===== src/rtl/pipe_hazard_ctrl_if.sv =====
// Pipeline <-> hazard controller signal bundle. The pipeline is the master and the
// controller is the slave.
interface pipe_hazard_ctrl_if #(
  parameter int CNT_W = 32
);
  logic [4:0]       rs1_D, rs2_D, rs1_E, rs2_E, rd_E, rd_M, rd_W;
  logic             MemRead_E, PCSrc_E, RegWrite_M, RegWrite_W;
  logic             dmem_req_M, dmem_ready, cnt_clr;
  logic             stall_F, stall_D, stall_E, stall_M;
  logic             flush_D, flush_E, flush_W;
  logic [1:0]       fwdA_E, fwdB_E;
  logic             err;
  logic [CNT_W-1:0] cnt_stall, cnt_flush;

  modport master (
    output rs1_D, rs2_D, rs1_E, rs2_E, rd_E, rd_M, rd_W,
           MemRead_E, PCSrc_E, RegWrite_M, RegWrite_W,
           dmem_req_M, dmem_ready, cnt_clr,
    input  stall_F, stall_D, stall_E, stall_M, flush_D, flush_E, flush_W,
           fwdA_E, fwdB_E, err, cnt_stall, cnt_flush
  );

  modport slave (
    input  rs1_D, rs2_D, rs1_E, rs2_E, rd_E, rd_M, rd_W,
           MemRead_E, PCSrc_E, RegWrite_M, RegWrite_W,
           dmem_req_M, dmem_ready, cnt_clr,
    output stall_F, stall_D, stall_E, stall_M, flush_D, flush_E, flush_W,
           fwdA_E, fwdB_E, err, cnt_stall, cnt_flush
  );
endinterface


===== src/rtl/pipe_hazard_ctrl.sv =====
// Hazard/sequencing controller for the 5-stage RV32I pipeline: forwarding selects,
// load-use stall, branch flush, memory-wait freeze with watchdog, perf counters.

// E-stage forwarding select for one source operand; M result beats W result.
module hz_fwd_sel (
  input  logic [4:0] rs,
  input  logic [4:0] rd_m,
  input  logic       we_m,
  input  logic [4:0] rd_w,
  input  logic       we_w,
  output logic [1:0] sel
);
  always_comb begin
    sel = 2'b00;
    if (we_m && (rd_m != 5'd0) && (rd_m == rs))      sel = 2'b10;
    else if (we_w && (rd_w != 5'd0) && (rd_w == rs)) sel = 2'b01;
  end
endmodule

// Saturating event counter; clr takes priority over inc.
module hz_sat_cnt #(
  parameter int W = 32
) (
  input  logic         clk,
  input  logic         rst_n,
  input  logic         clr,
  input  logic         inc,
  output logic [W-1:0] cnt
);
  always_ff @(posedge clk or negedge rst_n) begin
    if (!rst_n)              cnt <= '0;
    else if (clr)            cnt <= '0;
    else if (inc && !(&cnt)) cnt <= cnt + 1'b1;
  end
endmodule

module pipe_hazard_ctrl #(
  parameter int TIMEOUT = 255,
  parameter int TO_W    = 8,
  parameter int CNT_W   = 32
) (
  input  logic               clk,
  input  logic               rst_n,
  pipe_hazard_ctrl_if.slave  hz
);
  localparam int NUM_SRC = 2;

  typedef enum logic [1:0] {RUN, MEMWAIT, ERROR} state_t;

  state_t                          state, state_nxt;
  logic [TO_W-1:0]                 wait_cnt, wait_nxt;
  logic                            err_q, err_nxt;
  logic                            mem_stall, lu_hit;
  logic                            stall_all, flush_br, lu_stall;
  logic [NUM_SRC-1:0][4:0]         rs_e;
  logic [NUM_SRC-1:0][1:0]         sel;

  // Forwarding is purely combinational and independent of FSM state.
  assign rs_e = {hz.rs2_E, hz.rs1_E};

  for (genvar g = 0; g < NUM_SRC; g++) begin : g_fwd
    hz_fwd_sel u_sel (
      .rs   (rs_e[g]),
      .rd_m (hz.rd_M),
      .we_m (hz.RegWrite_M),
      .rd_w (hz.rd_W),
      .we_w (hz.RegWrite_W),
      .sel  (sel[g])
    );
  end

  assign mem_stall = hz.dmem_req_M & ~hz.dmem_ready;
  // rs2_D is compared for every format; a false stall costs one cycle, a miss is a bug.
  assign lu_hit    = hz.MemRead_E & (hz.rd_E != 5'd0) &
                     ((hz.rd_E == hz.rs1_D) | (hz.rd_E == hz.rs2_D));

  always_ff @(posedge clk or negedge rst_n) begin
    if (!rst_n) begin
      state    <= RUN;
      wait_cnt <= '0;
      err_q    <= 1'b0;
    end else begin
      state    <= state_nxt;
      wait_cnt <= wait_nxt;
      err_q    <= err_nxt;
    end
  end

  always_comb begin
    state_nxt = state;
    wait_nxt  = wait_cnt;
    err_nxt   = err_q;
    stall_all = 1'b0;
    flush_br  = 1'b0;
    lu_stall  = 1'b0;
    case (state)
      RUN: begin
        if (mem_stall) begin
          state_nxt = MEMWAIT;
          wait_nxt  = TO_W'(1);
          stall_all = 1'b1;
        end else begin
          flush_br = hz.PCSrc_E;
          lu_stall = lu_hit & ~hz.PCSrc_E;
        end
      end
      MEMWAIT: begin
        if (mem_stall) begin
          stall_all = 1'b1;
          if (wait_cnt == TO_W'(TIMEOUT)) begin
            state_nxt = ERROR;
            err_nxt   = 1'b1;
          end else begin
            wait_nxt = wait_cnt + 1'b1;
          end
        end else begin
          // E was frozen during the wait, so a held PCSrc_E flushes here.
          state_nxt = RUN;
          wait_nxt  = '0;
          flush_br  = hz.PCSrc_E;
          lu_stall  = lu_hit & ~hz.PCSrc_E;
        end
      end
      ERROR:   stall_all = 1'b1;
      default: state_nxt = RUN;
    endcase
  end

  // Every output is held low while reset is asserted.
  assign hz.stall_F = rst_n & (stall_all | lu_stall);
  assign hz.stall_D = rst_n & (stall_all | lu_stall);
  assign hz.stall_E = rst_n & stall_all;
  assign hz.stall_M = rst_n & stall_all;
  assign hz.flush_W = rst_n & stall_all;
  assign hz.flush_D = rst_n & flush_br;
  assign hz.flush_E = rst_n & (flush_br | lu_stall);
  assign hz.fwdA_E  = rst_n ? sel[0] : 2'b00;
  assign hz.fwdB_E  = rst_n ? sel[1] : 2'b00;
  assign hz.err     = err_q;

  hz_sat_cnt #(.W(CNT_W)) u_cnt_stall (
    .clk   (clk),
    .rst_n (rst_n),
    .clr   (hz.cnt_clr),
    .inc   (hz.stall_F),
    .cnt   (hz.cnt_stall)
  );

  hz_sat_cnt #(.W(CNT_W)) u_cnt_flush (
    .clk   (clk),
    .rst_n (rst_n),
    .clr   (hz.cnt_clr),
    .inc   (hz.flush_D),
    .cnt   (hz.cnt_flush)
  );
endmodule


===== src/flat_wrapper.sv =====
// flat-port wrapper written by rule: the top's interface ports become plain ports
module pipe_hazard_ctrl_flat 
#(
  parameter int TIMEOUT = 255,
  parameter int TO_W    = 8,
  parameter int CNT_W   = 32
)
  (clk, rst_n, hz_rs1_D, hz_rs2_D, hz_rs1_E, hz_rs2_E, hz_rd_E, hz_rd_M, hz_rd_W, hz_MemRead_E, hz_PCSrc_E, hz_RegWrite_M, hz_RegWrite_W, hz_dmem_req_M, hz_dmem_ready, hz_cnt_clr, hz_stall_F, hz_stall_D, hz_stall_E, hz_stall_M, hz_flush_D, hz_flush_E, hz_flush_W, hz_fwdA_E, hz_fwdB_E, hz_err, hz_cnt_stall, hz_cnt_flush);
  pipe_hazard_ctrl_if #(.CNT_W(CNT_W)) hz_i ();
  input  logic clk;
  input  logic rst_n;
  input wire logic [$bits(hz_i.rs1_D)-1:0] hz_rs1_D;
  input wire logic [$bits(hz_i.rs2_D)-1:0] hz_rs2_D;
  input wire logic [$bits(hz_i.rs1_E)-1:0] hz_rs1_E;
  input wire logic [$bits(hz_i.rs2_E)-1:0] hz_rs2_E;
  input wire logic [$bits(hz_i.rd_E)-1:0] hz_rd_E;
  input wire logic [$bits(hz_i.rd_M)-1:0] hz_rd_M;
  input wire logic [$bits(hz_i.rd_W)-1:0] hz_rd_W;
  input wire logic [$bits(hz_i.MemRead_E)-1:0] hz_MemRead_E;
  input wire logic [$bits(hz_i.PCSrc_E)-1:0] hz_PCSrc_E;
  input wire logic [$bits(hz_i.RegWrite_M)-1:0] hz_RegWrite_M;
  input wire logic [$bits(hz_i.RegWrite_W)-1:0] hz_RegWrite_W;
  input wire logic [$bits(hz_i.dmem_req_M)-1:0] hz_dmem_req_M;
  input wire logic [$bits(hz_i.dmem_ready)-1:0] hz_dmem_ready;
  input wire logic [$bits(hz_i.cnt_clr)-1:0] hz_cnt_clr;
  output wire logic [$bits(hz_i.stall_F)-1:0] hz_stall_F;
  output wire logic [$bits(hz_i.stall_D)-1:0] hz_stall_D;
  output wire logic [$bits(hz_i.stall_E)-1:0] hz_stall_E;
  output wire logic [$bits(hz_i.stall_M)-1:0] hz_stall_M;
  output wire logic [$bits(hz_i.flush_D)-1:0] hz_flush_D;
  output wire logic [$bits(hz_i.flush_E)-1:0] hz_flush_E;
  output wire logic [$bits(hz_i.flush_W)-1:0] hz_flush_W;
  output wire logic [$bits(hz_i.fwdA_E)-1:0] hz_fwdA_E;
  output wire logic [$bits(hz_i.fwdB_E)-1:0] hz_fwdB_E;
  output wire logic [$bits(hz_i.err)-1:0] hz_err;
  output wire logic [$bits(hz_i.cnt_stall)-1:0] hz_cnt_stall;
  output wire logic [$bits(hz_i.cnt_flush)-1:0] hz_cnt_flush;
  assign hz_i.rs1_D = hz_rs1_D;
  assign hz_i.rs2_D = hz_rs2_D;
  assign hz_i.rs1_E = hz_rs1_E;
  assign hz_i.rs2_E = hz_rs2_E;
  assign hz_i.rd_E = hz_rd_E;
  assign hz_i.rd_M = hz_rd_M;
  assign hz_i.rd_W = hz_rd_W;
  assign hz_i.MemRead_E = hz_MemRead_E;
  assign hz_i.PCSrc_E = hz_PCSrc_E;
  assign hz_i.RegWrite_M = hz_RegWrite_M;
  assign hz_i.RegWrite_W = hz_RegWrite_W;
  assign hz_i.dmem_req_M = hz_dmem_req_M;
  assign hz_i.dmem_ready = hz_dmem_ready;
  assign hz_i.cnt_clr = hz_cnt_clr;
  assign hz_stall_F = hz_i.stall_F;
  assign hz_stall_D = hz_i.stall_D;
  assign hz_stall_E = hz_i.stall_E;
  assign hz_stall_M = hz_i.stall_M;
  assign hz_flush_D = hz_i.flush_D;
  assign hz_flush_E = hz_i.flush_E;
  assign hz_flush_W = hz_i.flush_W;
  assign hz_fwdA_E = hz_i.fwdA_E;
  assign hz_fwdB_E = hz_i.fwdB_E;
  assign hz_err = hz_i.err;
  assign hz_cnt_stall = hz_i.cnt_stall;
  assign hz_cnt_flush = hz_i.cnt_flush;
  pipe_hazard_ctrl #(.TIMEOUT(TIMEOUT), .TO_W(TO_W), .CNT_W(CNT_W)) u_core (.clk(clk), .rst_n(rst_n), .hz(hz_i));
endmodule

===== config.mk =====
export PLATFORM = sky130hd
export DESIGN_NAME = pipe_hazard_ctrl_flat
export DESIGN_NICKNAME = d
export VERILOG_FILES = /design/src/rtl/pipe_hazard_ctrl_if.sv /design/src/rtl/pipe_hazard_ctrl.sv /design/src/flat_wrapper.sv
export SDC_FILE = /design/constraint.sdc
export NUM_CORES = 1
export LEC_CHECK = 0
export ABC_AREA = 0
export CAP_MARGIN = 20
export CORE_AREA = 4 4 134 136
export DETAILED_ROUTE_END_ITERATION = 8
export DIE_AREA = 0 0 138 140
export SYNTH_ARGS = -nofsm -noshare
export SYNTH_HDL_FRONTEND = slang
export SYNTH_HIERARCHICAL = 1
export SYNTH_SLANG_ARGS = --single-unit

===== constraint.sdc =====
create_clock -name clk -period 2.4 [get_ports clk]
set_input_delay 0.48 -clock clk [delete_from_list [all_inputs] [get_ports clk]]
set_output_delay 0.48 -clock clk [all_outputs]
set_load 0.02 [all_outputs]

==> results of run 1 <==
[power by group through the flow]
stage               registers [mW]  clock network [mW]  logic [mW]
floorplan                     1.31                   0       0.146
global placement              1.30                   0       0.355
detailed placement            1.31                   0       0.364
CTS                           1.28                1.65       0.358
global route                  1.28                1.70       0.404
finish                        1.28                1.61       0.371
[worst max-delay path, cell delays in order]
cell      delay, ps
buf_6            90
or4_4           510
o211ai_1        180
buf_4           150
o31ai_4          70
buf_12          140
buf_6           110
buf_6           120
[synth_stat cells, types with 3 or more instances]
master     instances
nor3_1            11
o31ai_1           22
nand4_4            7
nand4_1            3
dfrtp_1           75
buf_4              3
or4_1             30
and4_4             4
a21oi_1           41
and2_1             9
o211ai_1           5
mux2i_1            5
or3_1             17
or4_4              3
o21ai_1            8
nand2_1           38
o21ai_0           16
and4_1             6
nor2b_1            3
buf_6              6
nor2_1            33
nor4_1             8
ha_1               3
nand3_1           23
inv_1             17
xnor2_1           15
xor2_1            28
and3_1            12
o41ai_1            4
o21bai_1           6
o2111ai_1          8
clkbuf_1          10
[final cells by class]
| type | instances | area, µm² |
|---|---|---|
| Sequential cell | 75 | 1880 |
| Clock inverter | 6 | 111 |
| Clock buffer | 10 | 239 |
| Timing Repair Buffer | 197 | 1800 |
| Tap cell | 225 | 282 |
| Fill cell | 1610 | 9560 |
| Multi-Input combinational cell | 408 | 3000 |
| Inverter | 17 | 66.3 |
[metrics by stage]
step | instances | hold slack (ps) | setup slack (ps) | instance area, µm²
after floorplan | 521 | 184 | -98.7 | 4990
after global placement | 910 | 470 | -681 | 6870
after detailed placement | 910 | 462 | -695 | 6870
after CTS | 931 | 308 | -11.9 | 7230
after global routing | 938 | 317 | -71.8 | 7380
final | 938 | 294 | 49.1 | 7380
[how the worst max path moves through the flow]
stage                     depth (start not counted)                    endpoint  slack [ps]
after floorplan                                   9  u_core/u_cnt_stall/cnt[24]        -100
final                                             8                  hz_stall_D          50
after global placement                            8                  hz_stall_F        -680
after global routing                             11   u_core/u_cnt_stall/cnt[5]         -70
after detailed placement                          8                  hz_stall_D        -700
after CTS                                         7                  hz_stall_D         -10
[repair_timing]
action                                  CTS  global route
endpoints found under the setup margin   52            44
gates cloned                              0             1
pin swaps                                17            13
gates resized for setup                  84            27
setup buffers                             6             6
[placed cells by master (no fill, tap or decap), types with 17 or more instances in the layout]
| cell | count |
|---|---|
| clkdlybuf4s50_1 | 74 |
| or4_1 | 24 |
| nor2_1 | 32 |
| or3_1 | 17 |
| o31ai_1 | 21 |
| nand2_1 | 38 |
| dlygate4sd2_1 | 26 |
| dfrtp_1 | 75 |
| nand3_1 | 23 |
| xor2_1 | 27 |
| buf_4 | 68 |
| a21oi_1 | 36 |
[per-layer routing]
layer / track usage, % / routed length [µm] / up-vias
met5: 0 / 0 / -
met1: 20.2 / 6940 / 2392
li1: - / - / 2353
met3: 3.41 / 815 / 18
met2: 25.8 / 7320 / 169
met4: 6.14 / 296 / 0
[flip-flops by register name (all words and copies together) (netlist names)]
signal                  cells
u_core/wait_cnt             8
u_core/u_cnt_flush/cnt     32
u_core/u_cnt_stall/cnt     32
u_core/hz.err               1
u_core/state                2
[logic make-up after synthesis]
group	Yosys count	share of synthesized area [%]
multiplexers	7	1.63
adder cells (fa/ha/maj)	3	0.763
flip-flops	75	38.1
AND/OR/NAND/NOR	228	29.8
buffers and inverters	38	4.09
AO/OA/AOI/OAI	127	17.9
XOR/XNOR	43	7.65
==> impl_metrics.ini, run 1 <==
[final_layout]
drive_gt1_share_pct = 23.6
n_antenna_cell = 0
nets = 755
area_delta_synth_final_pct = 49.9
utilization_pct = 43.6

[outcome]
status = finished clean

[sta]
setup_tns_ps = 0
skew_ps = 9.21
post-route-min-period_ps = 2350
rsz0062_at_grt = yes
setup-violations-final = 0
period_share_pct = 98.0
worstMarginPinSlew_ps = 745
finalHoldViolations = 0
drv_slew = 0
slew_headroom_pct = 50.3
fmax_mhz = 425

[clock_network]
clockBufferDepth = 2
clock_latency_ps = 340
cts_buffers = 9
clockRootBuffer = clkbuf_16
clkSinkCount = 75
htree_levels = 3
clkTransAtPathRegs_ps = 60
tritoncts = done
hold_buffers = 0

[route]
vias_per_cell = 5.26
drtIter0Drc = 318
wl_um = 15400
wl_per_cell_um = 16.4
ant_nets = 0
drc = 0
dr.pass1.iters = 4
num_vias = 4932

[floorplan]
die_y_um = 140
die_w_um = 138
rows = 48
io_pins = 120
core_area_um2 = 16900
start_util_pct = 29.1
die_area_um2 = 19300

[synth]
synth_area_leaders = dfrtp_1 38%, xor2_1 5.0%, or4_1 4.6%, a21oi_1 4.2%, o31ai_1 3.4%
ys_warn_count = 6
yosys.area.top_type = dfrtp_1
syn_inst = 521
synth_seq_area_share_pct = 38.1
ys.flop_type = dfrtp_1
synth_top_area_share_pct = 38.1
netlist_area_um2 = 4920
synth.avg_cell_area_um2 = 9.45
synth_edf_count = 0
yosys.cell_types.count = 59
async_flop_share_pct = 100
syn_nets = 568
ys_ff_latch = 75

[global_route]
grt_pass1_wl_um = 25300
grt_max_degree = 57
grt_usage_pct = 15.7
grt_pass1_vias = 5101
antenna_found_initial = 0
grt_overflow = 0

[place]
post-dp-hpwl_um = 11000
portBuffers = 119
place_congestion = 0.856

[worst_hold_path]
hp-class = in -> async

[power]
leakage_nw = 3.06
vdd.ir_drop.worst_uv = 342
comb_power_share_pct = 11.4
p_seq_share_pct = 39.3
sw_frac_of_total_pct = 23.6
p_switching_mw = 0.771
p_int_mw = 2.49
pwr_density_cell_nw_per_um2 = 442
clockPowerShare_pct = 49.3
total_power_mw = 3.26

[setup_path]
critPathKind = in -> out
r2r_start = u_core/state[1]
crit_fanout = 4
crit_path_start = hz_rd_E[2]
start_kind = primary input
r2r_setup_slack_ps = 50
reg2reg_to = u_core/u_cnt_stall/cnt[13]
crit_required_ps = 1920
arrival_ps = 1870
worstRegToRegCells = 10
cp-end-kind = primary output

[job]
maxCapViolations = 0
Power figures use the tool's default switching activity.
==> inputs of run 2 (changes only) <==
--- a/config.mk
+++ b/config.mk
@@ -8,8 +8,11 @@
 export ABC_AREA = 0
 export CAP_MARGIN = 20
 export CORE_AREA = 4 4 134 136
+export CTS_CLUSTER_SIZE = 10
 export DETAILED_ROUTE_END_ITERATION = 8
 export DIE_AREA = 0 0 138 140
+export HOLD_SLACK_MARGIN = 0.06
+export PLACE_DENSITY = 0.52
 export SYNTH_ARGS = -nofsm -noshare
 export SYNTH_HDL_FRONTEND = slang
 export SYNTH_HIERARCHICAL = 1
==> impl_metrics.ini, run 2 (synthesis gave the netlist of run 1 again) <==
[route]
num_vias = 4935
drc = 0
drtIter0Drc = 243
ant_nets = 0
dr.pass1.iters = 4
vias_per_cell = 5.26
wl_um = 15300
wl_per_cell_um = 16.2

[power]
sw_frac_of_total_pct = 23.1
p_seq_share_pct = 39.6
leakage_nw = 3.04
pwr_density_cell_nw_per_um2 = 439
comb_power_share_pct = 11.4
total_power_mw = 3.24
vdd.ir_drop.worst_uv = 335
clockPowerShare_pct = 49.0
p_int_mw = 2.49
p_switching_mw = 0.749

[setup_path]
critPathKind = in -> reg
r2r_setup_slack_ps = -10
crit_fanout = 7
worstRegToRegCells = 11
crit_required_ps = 2670
arrival_ps = 2690
start_kind = primary input
cp-end-kind = flop

[clock_network]
clockBufferDepth = 2
cts_buffers = 9
clkTransAtPathRegs_ps = 60
clock_latency_ps = 350
tritoncts = done
clockRootBuffer = clkbuf_16
clkSinkCount = 75
htree_levels = 3

[sta]
post-route-min-period_ps = 2410
setup_slack_ps = -14.4
drv_slew = 0
finalHoldViolations = 0
hold_slack_ps = 211
setup-violations-final = 1
rsz0062_at_grt = yes
fmax_mhz = 414
period_share_pct = 101
skew_ps = 6.73
worstMarginPinSlew_ps = 855
slew_headroom_pct = 43.0

[worst_hold_path]
hp-class = in -> async

[global_route]
antenna_found_initial = 0
grt_pass1_vias = 4815
grt_pass1_wl_um = 24700
grt_overflow = 0
grt_usage_pct = 15.3
grt_max_degree = 64

[final_layout]
layout_commonest_cell = clkdlybuf4s50_1
drive_gt1_share_pct = 24.2
most-common-layout-cells = 75 x clkdlybuf4s50_1, 74 x dfrtp_1, 70 x buf_4
nets = 756
fillerInstances = 1647
reg.largest.list = u_core/u_cnt_flush/cnt (32), u_core/u_cnt_stall/cnt (32), u_core/wait_cnt (8)
n_antenna_cell = 0
area_delta_synth_final_pct = 49.7

[floorplan]
die_w_um = 138
start_util_pct = 29.1
die_y_um = 140
io_pins = 120
core_area_um2 = 16900
rows = 48
die_area_um2 = 19300

[place]
post-dp-hpwl_um = 11000
place_congestion = 0.851
portBuffers = 119

[job]
maxCapViolations = 0

[outcome]
failed_checks = setup timing
status = complete, but fails checks
==> run 2: changes by cell type in the layout (fill, tap and decap cells not counted), sizes merged <==
cell	before	now
clkbuf	15	22
clkinv	1	2
buf	89	86
dlymetal6s2s	3	1
clkdlybuf4s50	74	75
clkdlybuf4s15	0	1
dlygate4sd2	26	24
inv	18	17
clkinvlp	1	0
==> run 2: final cells by class <==
class | count | area [µm²] | share of cell area (%)
clock buffer | 11 | 243 | 3.29
multi-input combinational | 408 | 3010 | 40.8
clock inverter | 5 | 100 | 1.36
sequential | 75 | 1880 | 25.5
timing repair buffer | 198 | 1790 | 24.3
inverter | 17 | 66.3 | 0.900
tap | 225 | 282 | 3.82
==> run 2: stage by stage <==
| step | setup WS [ps] | utilization [%] | area [µm²] | instances | TNS [ps] |
|---|---|---|---|---|---|
| after floorplan | -98.7 | - | 4990 | 521 | -495 |
| after global placement | -614 | 40.2 | 6810 | 905 | -25500 |
| after detailed placement | -656 | 40.2 | 6810 | 905 | -28860 |
| after CTS | 1.86 | 42.5 | 7190 | 927 | 0 |
| after global routing | -118 | 43.5 | 7370 | 939 | -956 |
| final | -14.4 | 43.5 | 7370 | 939 | -14.4 |
==> run 2: power by group through the flow <==
stage	Sequential [mW]	Combinational [mW]	Clock, mW
floorplan	1.31	0.146	0
global placement	1.31	0.348	0
detailed placement	1.31	0.355	0
CTS	1.28	0.349	1.63
global route	1.28	0.408	1.68
finish	1.28	0.370	1.59
==> run 2: worst max-delay path: stages <==
cell,delay [ps]
dlygate4sd2_1,250
xor2_1,160
nor3_2,190
a22oi_2,100
o31ai_4,260
buf_6,150
buf_6,90
o41ai_4,90
buf_4,160
buf_12,120
or4b_4,480
a21oi_2,150
==> run 2: path summary, 6_finish.rpt <==
kind | to | startpoint
setup reg to reg | u_core/u_cnt_stall/cnt[27] | u_core/state[1]
max in group asynchronous | u_core/u_cnt_stall/cnt[25] | rst_n
min in group clk | u_core/hz.err | u_core/hz.err
hold / removal | u_core/state[0] | rst_n
setup / recovery | u_core/u_cnt_stall/cnt[27] | hz_rs2_D[2]
hold reg to reg | u_core/hz.err | u_core/hz.err
==> run 2: what timing repair did <==
item / 4_1_cts / 5_1_grt
gates resized for setup: 82 / 35
gates cloned: 0 / 3
endpoints found under the setup margin: 47 / 31
buffers inserted: 6 / 9
pin swaps: 15 / 13
hold buffers: 0 / 0
==> run 2: metal layers <==
metal  vias up  GRT usage [%]  wire [µm]
met5         -              0          0
met1      2437           20.2       6940
met4         0           4.58        163
li1       2361              -          -
met2       126           24.8       7330
met3        11           4.17        826
